[src/rtl/status_register.sv]
// NZCV flag register with in-flight flag-setter tracking, EXE->ID flag bypass,
// stale-flag stall generation and a saturating stall-cycle counter.
module status_register #(
  parameter int PIPE_DEPTH = 2,
  parameter int BYPASS     = 1,
  parameter int CNT_W      = 16
) (
  input  logic             clk,
  input  logic             rst,
  input  logic             freeze,
  input  logic             flush,
  input  logic             id_valid,
  input  logic             id_s,
  input  logic [3:0]       id_cond,
  input  logic             exe_s_update,
  input  logic [3:0]       exe_flags,
  output logic [3:0]       status,
  output logic [3:0]       status_q,
  output logic             flag_stall,
  output logic [CNT_W-1:0] stall_cnt
);

  localparam logic [PIPE_DEPTH-1:0] EXE_MASK = PIPE_DEPTH'(1) << (PIPE_DEPTH - 1);
  localparam logic                  BYP_EN   = (BYPASS != 0);

  logic [PIPE_DEPTH-1:0] pend;
  logic [PIPE_DEPTH-1:0] pend_nxt;
  logic                  needs_flags;
  logic                  older;
  logic                  only_exe;
  logic                  bypass_hit;

  // AL (1110) and the 1111 encoding are unconditional and never read flags.
  assign needs_flags = id_valid & (id_cond[3:1] != 3'b111);
  assign older       = |pend;
  // Bypass only resolves the dependency when the EXE slot is the sole producer.
  assign only_exe    = ~|(pend & ~EXE_MASK);
  assign bypass_hit  = BYP_EN & exe_s_update & pend[PIPE_DEPTH-1] & only_exe;
  assign flag_stall  = needs_flags & older & ~bypass_hit & ~flush;
  assign status      = (BYP_EN & exe_s_update) ? exe_flags : status_q;

  always_comb begin
    pend_nxt    = '0;
    pend_nxt[0] = id_valid & id_s & ~flag_stall;
    for (int k = 1; k < PIPE_DEPTH; k++) begin
      pend_nxt[k] = pend[k-1];
    end
  end

  always_ff @(posedge clk) begin
    if (!rst) begin
      pend      <= '0;
      status_q  <= 4'b0000;
      stall_cnt <= '0;
    end else if (!freeze) begin
      if (flush) begin
        pend <= '0;
      end else begin
        pend <= pend_nxt;
      end
      if (exe_s_update) begin
        status_q <= exe_flags;
      end
      if (flag_stall && (stall_cnt != {CNT_W{1'b1}})) begin
        stall_cnt <= stall_cnt + 1'b1;
      end
    end
  end

endmodule

[config.mk]
export PLATFORM = sky130hd
export DESIGN_NAME = status_register
export DESIGN_NICKNAME = d
export VERILOG_FILES = /design/src/rtl/status_register.sv
export SDC_FILE = /design/constraint.sdc
export NUM_CORES = 1
export LEC_CHECK = 0
export BUFFER_PORTS_ARGS = -buffer_cell sky130_fd_sc_hd__clkbuf_2
export CORE_MARGIN = 4
export CORE_UTILIZATION = 40
export CTS_CLUSTER_DIAMETER = 30
export CTS_CLUSTER_SIZE = 28
export DETAILED_ROUTE_END_ITERATION = 8
export PLACE_DENSITY = 0.65
export SLEW_MARGIN = 30
export SYNTH_ARGS = -nofsm -noshare
export SYNTH_HDL_FRONTEND = slang
export SYNTH_SLANG_ARGS = --single-unit
[constraint.sdc]
create_clock -name clk -period 2.2 [get_ports clk]
set_clock_uncertainty 0.2 [all_clocks]
set_input_delay 0.22 -clock clk [delete_from_list [all_inputs] [get_ports clk]]
set_output_delay 0.22 -clock clk [all_outputs]
set_load 0.02 [all_outputs]
[Yosys cells after proc, flatten, opt, wreduce, memory -nomap -nowiden]
Index checks and enable logic that the tools add are counted.
Storage, ports and cells
  register bits: 22
  logic and storage cells: 24
  bits of input ports: 15
  output and inout port bits: 25
Cells by class
  equality and inequality tests: 2
  muxes and demuxes: 2
  bitwise logic cells: 12
  reduce and logical (&&, ||, !) cells: 4
  add/subtract/negate cells: 1
Operator list (number)
  $add 16x1->16 const B: 1
  $ne 16x16->1 const B: 1
  $and 1x1->1: 8
  $mux 4: 1
  $not 1->1: 4
  $ne 3x3->1 const B: 1
  $mux 2: 1
  $reduce_and 2->1: 1
  $reduce_or 2->1: 1
  $logic_and 1x1->1: 1
  $logic_not 1->1: 1

[Logic depth before layout (Yosys ltp)]
Gate-level depths: netlist (run 1).
  depth in word-level cells: 8
  depth in mapped cells: 6
  gate-level depth less buffers: 5

[Worst setup path before layout (run 1)]
Ideal clock, no wire load.
  path type: register -> register
  from: register stall_cnt[0]
  to: register stall_cnt[9]
  path slack: 0.252 ns
  cell stages (with the launch flop): 7
  library setup time: 0.101 ns
  data required time: 1.899 ns
  period minus slack after synthesis: 1.948 ns
  arrival time: 1.647 ns
  path buffers: 1
  path through: dfxtp_1 -> ha_1 -> nand3_2 -> nor4b_4 -> buf_6 -> o311ai_0 -> o41ai_1
On the way
  word-level cells in the longest chain between the ends: 3
  elaborated cells between the ends (all ways): 4
  classes of those cells: 1 x add/sub; 1 x eq/ne; 2 x reduce/logical
RTL lines
  start: declaration: RTL line 20  | output logic [CNT_W-1:0] stall_cnt
  start signal: assignment: RTL line 65  | stall_cnt <= stall_cnt + 1'b1;
  parallel branches: the longest is 3 deep, another holds $add 16x1->16
Parallel ways; which one is timed is not known.
A chain may end at the register's enable or synchronous reset.

[Final worst setup path (run 1)]
  from: register stall_cnt[3]
  to: register stall_cnt[11]
The elaborated chain is that of the path after synthesis.

==> results of run 1 <==
[per-stage QoR]
| step | utilization | total power, mW | setup slack [ps] |
|---|---|---|---|
| floorplan | - | 0.463 | 252 |
| detailed placement | 0.507 | 0.496 | 278 |
| global route | 0.527 | 0.747 | 105 |
| CTS | 0.527 | 0.724 | 252 |
| global placement | 0.507 | 0.494 | 310 |
| finish | 0.527 | 0.718 | 253 |
[cell type report]
class / count / area share
flip-flops and latches: 22 / 0.296
inverters: 3 / 0.00756
well taps: 31 / 0.0260
clock buffers: 4 / 0.0243
multi-input cells: 104 / 0.480
repair buffers: 45 / 0.166
[how the worst max path moves through the flow]
| stage | start | end |
|---|---|---|
| after floorplan | stall_cnt[0] | stall_cnt[9] |
| after global placement | exe_s_update | stall_cnt[15] |
| after detailed placement | exe_s_update | stall_cnt[11] |
| final | stall_cnt[3] | stall_cnt[11] |
| after CTS | stall_cnt[3] | stall_cnt[11] |
| after global routing | stall_cnt[5] | stall_cnt[6] |
[cells in the final DEF (no fill, tap or decap), types with 2 or more instances in the layout]
cell           count
dlygate4sd3_1      2
dfxtp_1           22
clkbuf_2          38
a21oi_1           11
o211ai_1           2
nor4_1             5
and2_1             2
nor3_1             4
mux2i_1            4
nor2_1             6
mux2_2             4
o21ai_1            2
nand4_1            2
nor3b_1            3
inv_1              2
nand2b_1           5
nand2_1            8
and3_1             2
o41ai_1            2
nand3_1            6
nor2b_1            5
and4_1             2
or3_1              2
o31ai_1            8
clkbuf_4           3
o311ai_0           2
buf_4              5
or4_1              8
[kinds of logic after synthesis]
group	count (synthesis)	synth area share
compound gates	30	0.168
fa+ha+maj	1	0.0103
buf+inv	10	0.0455
flops	22	0.364
mux	8	0.0702
simple gates	65	0.342
[tightest hold or removal path: stages]
cell      delay, ps
clkbuf_2        120
nor3b_1          50
a21oi_1         110
nor2_1           50
[routing by layer]
layer  part of all wire  vias up  global-route usage  wire [um]
li1                   -      612                   -          -
met4             0.0058        0              0.0579         17
met1               0.48      567               0.196       1400
met5                  0        -                   0          0
met3              0.030        2              0.0216         88
met2               0.49       20               0.257       1430
[power by group through the flow]
| stage | registers, mW | clock network, mW | logic [mW] |
|---|---|---|---|
| 6_report | 0.409 | 0.229 | 0.0811 |
| 5_1_grt | 0.410 | 0.247 | 0.0895 |
| 4_1_cts | 0.409 | 0.233 | 0.0818 |
| 3_5_place_dp | 0.418 | 0 | 0.0788 |
| 3_3_place_gp | 0.417 | 0 | 0.0771 |
| 2_1_floorplan | 0.424 | 0 | 0.0396 |
[what timing repair did]
action	CTS	global route
setup buffers	0	0
hold endpoints to repair	1	0
hold buffers	2	0
[state kept, by name (all words and copies together), names as in the netlist]
| name | cells |
|---|---|
| status_q | 4 |
| stall_cnt | 16 |
| pend | 2 |
==> impl_metrics.toml, run 1 <==
[outcome]
run_status = "finished clean"

[critical_path]
r2r-end = "stall_cnt[11]"
timing.rr.start = "stall_cnt[3]"
startpoint_type = "flop"
crit_type = "flop to flop"
worstPathRequired_ps = 2250
cp.depth = 4
path_buf_inv = 0
reg2reg_setup_slack_ps = 250
worstSetupEndpointType = "flop"
reg2regPathDepth = 4
cp_max_fo = 12
crit_family = "simple AND/OR/NAND/NOR gates"
cp_cell_sequence = "and4bb_1 > o2111ai_2 > or4_1 > a21oi_1"
cp.arrival_ps = 2000
crit_path_max_incr_delay_ps = 590
cp_slowest_cell = "or4_1"

[grt]
grt_max_degree = 18
grt_first_pass_wirelength_mm = 5.06
overflow = 0
grt_pass1_vias = 1083
grt_antenna_before_repair = 0
grt_use_total = 0.153

[timing]
period_share = 0.885
fin_hold_ws_ps = 74.5
fin_crit_ps = 1950
setup_viol = 0
setup_tns_ps = 0
drv_slew = 0
worst_slew_pin_slew_ps = 559
fmax_ghz = 0.514
hold_violations = 0
slew-limit-headroom = 0.624
rsz0062_at_grt = "false"

[synthesis]
yosysMostFrequentCell = "dfxtp_1"
synth_cells = 136
yosysUniqueCellTypes = 37
synthTopCellsByCount = "dfxtp_1, a21oi_1, nand2_1, o31ai_1, or4_1"
synth_seq_cells = 22
synth_area_leaders = "dfxtp_1, o31ai_1, or4_1, a21oi_1, mux2_2"
synth_enable_flop_cells = 0
syn_avg_cell_area_um2 = 8.91
synth_top_area_frac = 0.364
yosys_warnings = 0
ys_seq_area_frac = 0.364
synthFlopType = "dfxtp_1"
yosysTopAreaCell = "dfxtp_1"
syn-cell-area_um2 = 1210
synth_nets = 152
ys_async_sr_fraction = 0

[floorplanning]
fp-row-count = 19
die_area_um2 = 3970
start_util = 0.428
num_io_pins = 40
core_area_um2 = 2830
fp.dieW_um = 63.0
die-height_um = 63.0

[power]
switching_share = 0.248
p_sw_mw = 0.178
irDropWorstVdd_mv = 0.246
power.internal_mw = 0.540
pwr-share-clk = 0.318
power_frac_comb = 0.113
leakage_nw = 0.584
seqPwrFrac = 0.569
p_per_area_nw_per_um2 = 482

[clock_network]
cts_resized = 0
clk_pin_slew_ps = 120
clkSinkCount = 22
clock_latency_ps = 310
max-clock-path-buffers = 2
ctsRootBufferMaster = "clkbuf_4"
cts_max_level = 1
cts_buffers = 3
cts_tree = "yes"

[finish]
antenna_cells = 0
drive_above_1_share = 0.315
nets = 195
design_area_um2 = 1490
area_delta_synth_final_pct = 23.0
regArea_um2 = 440
multi_input_area_um2 = 716
final_cells = 209
nFillCells = 272

[detailed_routing]
antenna_left = 0
drt-total-wl_mm = 2.94
drc = 0
wl_per_cell_um = 14.0
drt_pre_antenna_iters = 4
drt-vias-per-instance = 5.75
drt_iter0_drc = 61
num_vias = 1201

[placed_design]
dpl-instance-area_um2 = 1430
place_congestion = 0.727
portBuffers = 38
hpwl_mm = 2.16
dp.cells = 203

[hold_path]
hold_path_depth = 4
whs_endpoint = "pend[1]"
min-delay-start = "flush"
worstHoldPathType = "input pin to flop"

[run]
maxCapViolCount = 0
Note: power is estimated with default switching activity, not from simulation.
==> inputs of run 2 (changes only) <==
--- a/config.mk
+++ b/config.mk
@@ -11,7 +11,7 @@
 export CTS_CLUSTER_DIAMETER = 30
 export CTS_CLUSTER_SIZE = 28
 export DETAILED_ROUTE_END_ITERATION = 8
-export PLACE_DENSITY = 0.65
+export PLACE_DENSITY = 0.73
 export SLEW_MARGIN = 30
 export SYNTH_ARGS = -nofsm -noshare
 export SYNTH_HDL_FRONTEND = slang
==> impl_metrics.toml, run 2 (same netlist as run 1, synthesis figures left out) <==
[outcome]
run_status = "finished clean"

[timing]
fin_ws_ps = 198
rsz0062_at_grt = "false"
setup_viol = 0
fin_hold_ws_ps = 66.3
slew-limit-headroom = 0.612
period_share = 0.910
hold_violations = 0
fmax_ghz = 0.500
worst_slew_pin_slew_ps = 582
setup_tns_ps = 0
fin_crit_ps = 2000
drv_slew = 0

[finish]
nets = 193
final_cells = 206
largest_reg_flops = 16
postLayoutCoreUtil = 0.516
nFillCells = 283
final_common_cell = "clkbuf_2"
final_cell_mix = "clkbuf_2, dfxtp_1, a21oi_1"
design_area_um2 = 1460
reg_top3 = "stall_cnt x16, status_q x4, pend x2"
drive_above_1_share = 0.309
area_delta_synth_final_pct = 20.5
antenna_cells = 0
max_flop_register = "stall_cnt"

[floorplanning]
core_area_um2 = 2830
die-height_um = 63.0
die_area_um2 = 3970
fp.dieW_um = 63.0
num_io_pins = 40
start_util = 0.428
fp-row-count = 19

[placed_design]
place_congestion = 0.794
dpl_worst_slack_ps = 182
dp.cells = 202
hpwl_mm = 2.31
dpl-instance-area_um2 = 1430
portBuffers = 38

[clock_network]
clkSinkCount = 22
cts_tree = "yes"
clock_latency_ps = 310
post-cts-setup-buffers = 0
max-clock-path-buffers = 2
cts_max_level = 1
ctsRootBufferMaster = "clkbuf_4"
clk_pin_slew_ps = 120
cts_buffers = 3

[grt]
busiest_layer = "met2"
use_met2 = 0.266
grt_use_total = 0.162
overflow = 0
grt_pass1_vias = 1143
met1_usage = 0.203
grt_max_degree = 17
grt_antenna_before_repair = 0
grt_first_pass_wirelength_mm = 5.29
grt.met3_usage = 0.0396

[detailed_routing]
drt_iter0_drc = 41
drc = 0
drt-total-wl_mm = 3.04
drt_pre_antenna_iters = 4
drt-vias-per-instance = 6.01
num_vias = 1239
antenna_left = 0
wl_per_cell_um = 14.7

[power]
irDropWorstVdd_mv = 0.204
p_per_area_nw_per_um2 = 463
leakage_nw = 0.569
fin_total_pwr_mw = 0.676

[critical_path]
worstSetupEndpointType = "flop"
startpoint_type = "flop"
cp_cell_sequence = "and3_1 > o2111ai_2 > or4_1 > a21oi_1"
worstPathRequired_ps = 2250
crit_type = "flop to flop"
crit_path_max_incr_delay_ps = 600
cp.arrival_ps = 2050
cp_slowest_cell = "or4_1"
reg2reg_setup_slack_ps = 200
cp_max_fo = 12

[hold_path]
worstHoldPathType = "input pin to flop"

[run]
maxCapViolCount = 0
-- run 2: cell types whose count changed in the layout (fill, tap and decap cells not counted), sizes merged --
cell,previous run,this run
clkbuf,42,41
dlygate4sd3,2,1
buf,5,4
-- run 2: layout make-up --
class | instances | area [um2] | area share
well taps | 31 | 38.8 | 0.0266
repair buffers | 43 | 230 | 0.158
flip-flops and latches | 22 | 440 | 0.302
inverters | 3 | 11.3 | 0.00772
multi-input cells | 104 | 716 | 0.491
clock buffers | 3 | 22.5 | 0.0154
-- run 2: power breakdown --
group          switching, mW  internal, mW
registers            0.00436         0.404
logic                 0.0468        0.0327
clock network          0.124        0.0642
total                  0.175         0.501
-- run 2: timing repair --
item | CTS | global route
hold endpoints to repair | 1 | 0
gates resized for setup | 0 | 0
hold buffers | 1 | 0
endpoints found under the setup margin | 0 | 0
-- run 2: path summary, 6_finish.rpt --
| kind | from | to | cells past startpoint |
|---|---|---|---|
| setup / recovery | stall_cnt[2] | stall_cnt[15] | 4 |
| setup reg to reg | stall_cnt[2] | stall_cnt[15] | 4 |
| hold / removal | flush | pend[1] | 4 |
| hold reg to reg | stall_cnt[15] | stall_cnt[15] | 2 |
-- run 2: layer usage --
metal	vias to the layer above	routed length, um
met4	0	34
met3	4	154
met5	-	0
li1	606	-
met2	41	1540
met1	588	1300
-- run 2: worst max-delay path, delay by kind of cell (launching register included) --
kind	cells	cell delay [ps]
AND/OR/NAND/NOR	2	810
AO/OA/AOI/OAI	2	490
flip-flops	1	440
==> inputs of run 3 (changes only) <==
--- a/config.mk
+++ b/config.mk
@@ -6,12 +6,13 @@
 export NUM_CORES = 1
 export LEC_CHECK = 0
 export BUFFER_PORTS_ARGS = -buffer_cell sky130_fd_sc_hd__clkbuf_2
-export CORE_MARGIN = 4
+export CORE_MARGIN = 8
 export CORE_UTILIZATION = 40
 export CTS_CLUSTER_DIAMETER = 30
 export CTS_CLUSTER_SIZE = 28
 export DETAILED_ROUTE_END_ITERATION = 8
 export PLACE_DENSITY = 0.73
+export RECOVER_POWER = 25
 export SLEW_MARGIN = 30
 export SYNTH_ARGS = -nofsm -noshare
 export SYNTH_HDL_FRONTEND = slang
==> impl_metrics.toml, run 3 (same netlist as run 1, synthesis figures left out) <==
[outcome]
run_status = "finished clean"

[finish]
max_flop_register = "stall_cnt"
final_common_cell = "clkbuf_2"
reg_top3 = "stall_cnt x16, status_q x4, pend x2"
drive_above_1_share = 0.275
nets = 195
final_cell_mix = "clkbuf_2, dfxtp_1, a21oi_1"
area_delta_synth_final_pct = 22.0
largest_reg_flops = 16
design_area_um2 = 1480
antenna_cells = 0

[timing]
fmax_ghz = 0.511
worst_slew_pin_slew_ps = 538
setup_tns_ps = 0
hold_violations = 0
rsz0062_at_grt = "false"
fin_ws_ps = 243
drv_slew = 0
setup_viol = 0
period_share = 0.889
slew-limit-headroom = 0.638
fin_crit_ps = 1960

[critical_path]
reg2regPathDepth = 4
timing.rr.start = "stall_cnt[2]"
worstPathRequired_ps = 2250
r2r-end = "stall_cnt[11]"
worstSetupEndpointType = "flop"
startpoint_type = "flop"
reg2reg_setup_slack_ps = 240
crit_type = "flop to flop"
cp.arrival_ps = 2000
cp_max_fo = 12

[detailed_routing]
drt_pre_antenna_iters = 4
wl_per_cell_um = 15.2
antenna_left = 0
num_vias = 1223
drt-vias-per-instance = 5.80
drt_iter0_drc = 72
drc = 0
drt-total-wl_mm = 3.21

[clock_network]
max-clock-path-buffers = 2
clk_pin_slew_ps = 130
ctsRootBufferMaster = "clkbuf_4"
cts_buffers = 3
ctsHoldBuffers = 1
cts_max_level = 1
post-cts-setup-buffers = 0
cts_resized = 0
clkSinkCount = 22
clock_latency_ps = 310
cts_tree = "yes"

[grt]
grt_pass1_vias = 1230
grt_antenna_before_repair = 0
grt_use_total = 0.125
grt_first_pass_wirelength_mm = 5.29
overflow = 0
grt_max_degree = 17

[power]
pwr-share-clk = 0.322
power_frac_comb = 0.107
switching_share = 0.252
irDropWorstVdd_mv = 0.282
p_sw_mw = 0.181
p_per_area_nw_per_um2 = 485
fin_total_pwr_mw = 0.716
leakage_nw = 0.560
power.internal_mw = 0.536
seqPwrFrac = 0.571

[floorplanning]
fp-row-count = 20
num_io_pins = 40
start_util = 0.407
fp.dieW_um = 71.0
die_area_um2 = 5040
core_area_um2 = 2980
die-height_um = 71.0

[placed_design]
hpwl_mm = 2.48
portBuffers = 38
dpl_worst_slack_ps = 200
dpl-instance-area_um2 = 1440
place_congestion = 0.780

[hold_path]
min-delay-start = "flush"
worstHoldPathType = "input pin to flop"
whs_endpoint = "pend[1]"
hold_path_depth = 4

[run]
maxCapViolCount = 0
==> run 3: cell count changes in the layout (fill, tap and decap cells not counted) <==
cell / previous run / this run
buf_4: 4 / 5
clkbuf_1: 0 / 8
clkbuf_2: 38 / 31
clkbuf_8: 0 / 1
==> run 3: per-layer routing <==
metal  track usage  wire, um  vias to the layer above
li1              -         -                      610
met2         0.209      1500                       43
met1         0.145      1480                      562
met3        0.0410       173                        8
met4        0.0439        46                        0
met5             0         0                        -
==> run 3: layout make-up <==
cell class,count,area (um2)
clock buffers,4,36.3
inverters,3,11.3
repair buffers,45,233
well taps,33,41.3
multi-input cells,104,716
flip-flops and latches,22,440
fillers,292,1500
==> run 3: how the worst max path moves through the flow <==
stage                 startpoint             to  slack (ps)  cells past startpoint
floorplan           stall_cnt[0]   stall_cnt[9]         250                      6
global placement          freeze  stall_cnt[15]         270                      5
detailed placement        freeze  stall_cnt[11]         200                      5
CTS                      pend[1]     flag_stall         230                      4
global route             pend[1]     flag_stall          90                      4
finish              stall_cnt[2]  stall_cnt[11]         240                      4
==> run 3: critical path, stage by stage (launching register included) <==
cell	delay (ps)
dfxtp_1	440
and3_1	200
o2111ai_2	300
or4_1	590
a21oi_1	150
==> run 3: stage by stage <==
step | hold slack (ps) | utilization | instances
2_1_floorplan | 170 | - | 136
3_3_place_gp | 264 | 0.485 | 206
3_5_place_dp | 278 | 0.485 | 206
4_1_cts | 43.8 | 0.500 | 211
5_1_grt | 72.0 | 0.496 | 211
6_report | 52.7 | 0.496 | 211
==> run 3: power by group through the flow <==
| stage | sequential [mW] | clock, mW | combinational, mW |
|---|---|---|---|
| after floorplan | 0.424 | 0 | 0.0396 |
| after global placement | 0.417 | 0 | 0.0760 |
| after detailed placement | 0.418 | 0 | 0.0785 |
| after CTS | 0.409 | 0.236 | 0.0799 |
| after global routing | 0.410 | 0.255 | 0.0831 |
| final | 0.409 | 0.231 | 0.0764 |
